### src/rtl/nibble_uart_pkg.sv
// Shared types and constants for the nibble-fed UART transmitter.
package nibble_uart_pkg;

  typedef enum logic [1:0] {
    StIdle,
    StStart,
    StData,
    StStop
  } ser_state_e;

  // Bit positions inside the status nibble returned to the CPU.
  localparam int unsigned ST_FULL   = 0;
  localparam int unsigned ST_EMPTY  = 1;
  localparam int unsigned ST_BUSY   = 2;
  localparam int unsigned ST_HIPEND = 3;

  // 8N1: one start bit, eight data bits, one stop bit.
  localparam int unsigned BITS_PER_FRAME = 10;
  localparam int unsigned DATA_BITS      = BITS_PER_FRAME - 2;

endpackage

### src/rtl/sync_fifo.sv
// Single-clock FIFO with combinational head read; accepts a push when full if a
// pop happens in the same cycle.
module sync_fifo #(
  parameter int unsigned WIDTH = 8,
  parameter int unsigned DEPTH = 4,
  localparam int unsigned PtrW = $clog2(DEPTH),
  localparam int unsigned CntW = PtrW + 1
) (
  input  logic             clock,
  input  logic             reset,
  input  logic             push,
  input  logic [WIDTH-1:0] wdata,
  input  logic             pop,
  output logic [WIDTH-1:0] rdata,
  output logic             full,
  output logic             empty,
  output logic [CntW-1:0]  count
);

  localparam logic [CntW-1:0] DepthCnt = CntW'(DEPTH);

  logic [WIDTH-1:0] mem_q [DEPTH];
  logic [PtrW-1:0]  wr_ptr_q, rd_ptr_q;
  logic [CntW-1:0]  count_q;
  logic             push_ok, pop_ok;

  // Decode full/empty and which requests actually take effect.
  always_comb begin
    full    = (count_q == DepthCnt);
    empty   = (count_q == '0);
    pop_ok  = pop && !empty;
    push_ok = push && (!full || pop_ok);
    rdata   = mem_q[rd_ptr_q];
    count   = count_q;
  end

  // Storage array; no reset needed since reads are gated by count.
  always_ff @(posedge clock) begin
    if (push_ok) mem_q[wr_ptr_q] <= wdata;
  end

  // Pointers wrap naturally because DEPTH is a power of two.
  always_ff @(posedge clock or negedge reset) begin
    if (!reset) begin
      wr_ptr_q <= '0;
      rd_ptr_q <= '0;
      count_q  <= '0;
    end else begin
      if (push_ok) wr_ptr_q <= wr_ptr_q + 1'b1;
      if (pop_ok)  rd_ptr_q <= rd_ptr_q + 1'b1;
      unique case ({push_ok, pop_ok})
        2'b10:   count_q <= count_q + 1'b1;
        2'b01:   count_q <= count_q - 1'b1;
        default: count_q <= count_q;
      endcase
    end
  end

endmodule

### src/rtl/nibble_uart_tx.sv
// Pairs CPU output nibbles into bytes, queues them and sends 8N1 UART frames.
module nibble_uart_tx
  import nibble_uart_pkg::*;
#(
  parameter int unsigned CLK_DIV    = 16,
  parameter int unsigned FIFO_DEPTH = 4
) (
  input  logic       clock,
  input  logic       reset,
  input  logic [3:0] out_nibble,
  input  logic       out_wr,
  output logic [3:0] status,
  output logic       tx,
  output logic       overflow
);

  localparam int unsigned CntW  = $clog2(FIFO_DEPTH) + 1;
  localparam int unsigned BaudW = $clog2(CLK_DIV);
  localparam logic [BaudW-1:0] BaudLast = BaudW'(CLK_DIV - 1);
  localparam logic [CntW-1:0]  DepthCnt = CntW'(FIFO_DEPTH);
  localparam logic [2:0]       BitLast  = 3'(DATA_BITS - 1);

  logic            hi_pending_q;
  logic [3:0]      hi_q;
  logic            push, pop;
  logic [7:0]      push_data, head;
  logic            fifo_full, fifo_empty;
  logic [CntW-1:0] fifo_count;
  logic            overflow_q;
  logic [3:0]      status_q;

  ser_state_e      state_q;
  logic [BaudW-1:0] baud_q;
  logic [2:0]      bit_q;
  logic [7:0]      shift_q;
  logic            tx_q;
  logic            baud_end;

  // Second nibble of a pair completes the byte; pop whenever a frame may begin.
  always_comb begin
    push      = out_wr && hi_pending_q;
    push_data = {hi_q, out_nibble};
    baud_end  = (baud_q == BaudLast);
    pop       = !fifo_empty &&
                ((state_q == StIdle) || ((state_q == StStop) && baud_end));
  end

  sync_fifo #(
    .WIDTH (8),
    .DEPTH (FIFO_DEPTH)
  ) u_fifo (
    .clock (clock),
    .reset (reset),
    .push  (push),
    .wdata (push_data),
    .pop   (pop),
    .rdata (head),
    .full  (fifo_full),
    .empty (fifo_empty),
    .count (fifo_count)
  );

  // Nibble assembler and sticky overflow on a rejected push.
  always_ff @(posedge clock or negedge reset) begin
    if (!reset) begin
      hi_pending_q <= 1'b0;
      hi_q         <= '0;
      overflow_q   <= 1'b0;
    end else begin
      if (out_wr) begin
        if (!hi_pending_q) hi_q <= out_nibble;
        hi_pending_q <= !hi_pending_q;
      end
      if (push && fifo_full && !pop) overflow_q <= 1'b1;
    end
  end

  // Status nibble lags the state it reports by one cycle.
  always_ff @(posedge clock or negedge reset) begin
    if (!reset) begin
      status_q <= 4'b0010;
    end else begin
      status_q[ST_FULL]   <= (fifo_count == DepthCnt);
      status_q[ST_EMPTY]  <= (fifo_count == '0);
      status_q[ST_BUSY]   <= (state_q != StIdle);
      status_q[ST_HIPEND] <= hi_pending_q;
    end
  end

  // Serializer FSM; tx is registered alongside the state so it cannot glitch.
  always_ff @(posedge clock or negedge reset) begin
    if (!reset) begin
      state_q <= StIdle;
      baud_q  <= '0;
      bit_q   <= '0;
      shift_q <= '0;
      tx_q    <= 1'b1;
    end else begin
      unique case (state_q)
        StIdle: begin
          baud_q <= '0;
          bit_q  <= '0;
          if (pop) begin
            shift_q <= head;
            state_q <= StStart;
            tx_q    <= 1'b0;
          end else begin
            tx_q <= 1'b1;
          end
        end
        StStart: begin
          if (baud_end) begin
            baud_q  <= '0;
            bit_q   <= '0;
            state_q <= StData;
            tx_q    <= shift_q[0];
          end else begin
            baud_q <= baud_q + 1'b1;
          end
        end
        StData: begin
          if (baud_end) begin
            baud_q <= '0;
            if (bit_q == BitLast) begin
              state_q <= StStop;
              tx_q    <= 1'b1;
            end else begin
              bit_q   <= bit_q + 1'b1;
              shift_q <= shift_q >> 1;
              tx_q    <= shift_q[1];
            end
          end else begin
            baud_q <= baud_q + 1'b1;
          end
        end
        StStop: begin
          if (baud_end) begin
            baud_q <= '0;
            if (pop) begin
              // Next byte already waiting: start bit follows stop bit directly.
              shift_q <= head;
              state_q <= StStart;
              tx_q    <= 1'b0;
            end else begin
              state_q <= StIdle;
              tx_q    <= 1'b1;
            end
          end else begin
            baud_q <= baud_q + 1'b1;
          end
        end
        default: begin
          state_q <= StIdle;
          tx_q    <= 1'b1;
        end
      endcase
    end
  end

  assign status   = status_q;
  assign tx       = tx_q;
  assign overflow = overflow_q;

endmodule

### config.mk
export PLATFORM = sky130hd
export DESIGN_NAME = nibble_uart_tx
export DESIGN_NICKNAME = d
export VERILOG_FILES = /design/src/rtl/nibble_uart_pkg.sv /design/src/rtl/sync_fifo.sv /design/src/rtl/nibble_uart_tx.sv
export SDC_FILE = /design/constraint.sdc
export NUM_CORES = 1
export LEC_CHECK = 0
export CORE_ASPECT_RATIO = 0.9
export CORE_MARGIN = 2
export CORE_UTILIZATION = 32
export CTS_CLUSTER_SIZE = 28
export DETAILED_ROUTE_END_ITERATION = 8
export DONT_BUFFER_PORTS = 1
export SYNTH_ARGS = -nofsm -noshare
export SYNTH_HDL_FRONTEND = slang
export SYNTH_SLANG_ARGS = --single-unit
### constraint.sdc
create_clock -name clock -period 2.4 [get_ports clock]
set_clock_uncertainty 0.2 [all_clocks]
set_input_delay 0.24 -clock clock [delete_from_list [all_inputs] [get_ports clock]]
set_output_delay 0.24 -clock clock [all_outputs]
set_load 0.005 [all_outputs]
==> results.md <==
* Power Density at 851.5 mW/mm^2
* Post-synth top flop: dfrtp_1
* Drt via density at 4.567
* WS Path Type: flip-flop to flip-flop
* RSZ-0062 raised after global routing: true
* H-tree levels at 3
* FMAX at 0.4332 GHz
* Post-synth EDFFs at 32
* Routed via count at 1676
* Final core utilization at 39.89%
* Final Total Pwr at 3058 uW
* Seq/Total Area, Yosys at 62.93%
* GPL Wtd Cong at 0.7478
* Tcrit/Tclk final at 96.18%
* Post-Syn Area at 0.002923 mm^2
* Die ar. at 0.009915 mm^2
* Post-DP HPWL at 3.341 mm
* LEAKAGE at 0.001435 uW
* Count leader, synth: dfrtp_1
* Worst vdd ir at 0.0004384 V
* CP Cell Sequence: ha_2 -> a41oi_2 -> and2_4 -> nor2_2 -> inv_2 -> ha_4 -> inv_2 -> fa_2 -> xor2_1 -> nor2_1 -> xor2_1
* Hold Crit Start: out_wr
* First-pass GRT wire length at 8.694 mm
* YS warnings at 0
* Layout cell share with drive strength beyond 1 at 27.35%
* Final routed DRC violation total at 0
* Pin count of the biggest net entering global routing at 36
* Mapped Cells at 203
* TritonCTS clock tree: built
* Top-area cell type share of the netlist area at 32.88%
* Die span in y at 94.67 um
* Antenna violations before repair at 0
* Slew @ Worst Pin at 0.5148 ns
* Final Setup Violations at 0
* GRT Overall Usage at 11.56%
* CTS root buffer: clkbuf_8
* Worst-Skew Late Latency at 0.34 ns
* Synth Register Bits at 67
* Hold Violations, Final at 0
* Critical Path Sink Type: flip-flop
* Crit path largest cell delay at 0.41 ns
* Outcome: complete, no violations
* Endpoint, Worst Hold: u_fifo.count[0]
* Commonest cells post-synth: 33 x dfrtp_1, 32 x edfxtp_1, 21 x mux2_1
* Period minus WS final at 2.308 ns
* Post-Syn Nets at 225
* Worst reg2reg path depth at 11
* Slew Viols, Final at 0
* Synth area leader: edfxtp_1
* Crit path DAT at 2.37 ns
* CP max-delay cell: dfrtp_1
* Routed Antenna Nets at 0
* TritonCTS Buffers at 9
* Number of max-cap violations at 0
* Average wire per standard cell at 13.70 um
* Top cells by area, synth: edfxtp_1 33%, dfrtp_1 28%, mux2_1 8.1%
* Rows at 33
* Gr ovfl total at 0
* # clock sinks at 67
* Number of top-level pins at 13
* Flop2flop setup slack at 0.09 ns
* Reg2Reg Launch Point: state_q[1]
* HP Class: primary input to flip-flop
* Syn-to-layout area delta at 22.86%
* Hold path depth at 5
* CTS max path bufs at 2
* Share of synthesized flip-flops with an asynchronous set or reset at 52.24%
* Vias in the first global route at 1770
* Slew headroom at 65.61%
* Mapped Avg Cell Area at 14.40 um^2
* Port bufs at 0
* Reg clk slew, reported paths at 0.07 ns
* Nets at 262
* Die width at 104.7 um
* Worst Path Required at 2.46 ns
* Drt total wl at 5.027 mm
* Initial core utilization at 32.47%
* Ant. Diodes at 0
* First-pass iteration count of the detailed router at 3
* Iter 0 DRT Violations at 60
* Worst R2R End: u_fifo.count[2]
* Core area at 0.009001 mm^2
* CP Max Fanout at 3
* Startpoint Class: flip-flop
* Synth cell types at 42
area by class of cell:
type / count / area [um^2]
fillers: 884 / 5410
flip-flops and latches: 67 / 1839
multi-input cells: 116 / 1064
repair buffers: 30 / 252.7
well taps: 122 / 152.6
clock buffers: 9 / 123.9
clock inverters: 7 / 98.84
inverters: 16 / 60.06
layout by cell type (no fill, tap or decap), types with 6 or more instances in the layout:
master and n:
dfrtp_1 33, edfxtp_1 32, buf_4 23, mux2_1 21, inv_1 12, ha_1 11, a21oi_1 10, clkbuf_8 9
mux2_2 7, o22ai_1 6, dlygate4sd3_1 6
timing repair:
action	4_1_cts	5_1_grt
buffers inserted	0	2
hold endpoints to repair	57	0
hold buffers	7	0
setup endpoints to repair	1	2
gates resized for setup	4	8
cloned	0	0
pin swaps	2	4
critical path: cells and delay by family, from the launching register on:
kind	cells	cell delay, ns
AOI/OAI and AO/OA	1	0.20
buffers and inverters	2	0.09
xor gates and xnor gates	2	0.28
DFF	1	0.41
and+or+nand+nor	3	0.35
adders and majority gates	3	0.71
state kept, by name, indices dropped and copies added, names as in the netlist:
signal / flops
bit_q: 3
status: 4
u_fifo.mem_q: 32
hi_q: 4
shift_q: 8
tx: 1
state_q: 2
u_fifo.count: 3
hi_pending_q: 1
u_fifo.rd_ptr_q: 2
overflow: 1
baud_q: 4
u_fifo.wr_ptr_q: 2
worst max-delay path by stage:
stage | from | end | slack [ns] | depth (start not counted)
floorplan | state_q[0] | u_fifo.count[2] | 0.002 | 12
global placement | state_q[0] | u_fifo.count[2] | 0.08 | 12
detailed placement | state_q[0] | u_fifo.count[2] | -0.01 | 12
CTS | state_q[0] | u_fifo.count[2] | 0.02 | 12
global route | state_q[1] | u_fifo.count[2] | -0.04 | 11
finish | state_q[1] | u_fifo.count[2] | 0.09 | 11
stage by stage:
step	instance area [um^2]	hold slack [ns]	setup slack, ns	TNS, ns	std cells
detailed placement	3229	-0.2537	-0.01318	-0.01318	342
finish	3591	0.1071	0.09157	0	367
global route	3591	0.1249	-0.04433	-0.05486	367
CTS	3540	0.08865	0.02365	0	365
global placement	3229	-0.2537	0.07836	0	342
floorplan	2935	-0.2556	0.001511	0	203
routing by layer:
layer | track usage (%) | part of all wire, % | up-vias
li1 | - | - | 811
met1 | 14.14 | 49 | 837
met2 | 18.78 | 46 | 19
met3 | 3.520 | 2.8 | 9
met4 | 5.667 | 1.9 | 0
met5 | 0 | 0 | -
cell families (layout without fill, tap and decap cells):
logic type	count (synthesis)	count (layout)	synth area share, %
DFF	67	67	62.93
AOI/OAI and AO/OA	32	32	7.363
xor gates and xnor gates	8	8	2.397
adders and majority gates	15	15	6.678
buffers and inverters	20	62	2.611
and+or+nand+nor	30	30	5.779
muxes	31	31	12.24
power by group:
part / total (uW) / leakage, uW / switching (uW) / internal [uW]
sequential: 1580 / 0.000697 / 126 / 1460
clock: 1040 / 0.000110 / 445 / 592
combinational: 437 / 0.000627 / 216 / 221
total: 3060 / 0.00144 / 786 / 2270
(Power assumes the default switching activity.)
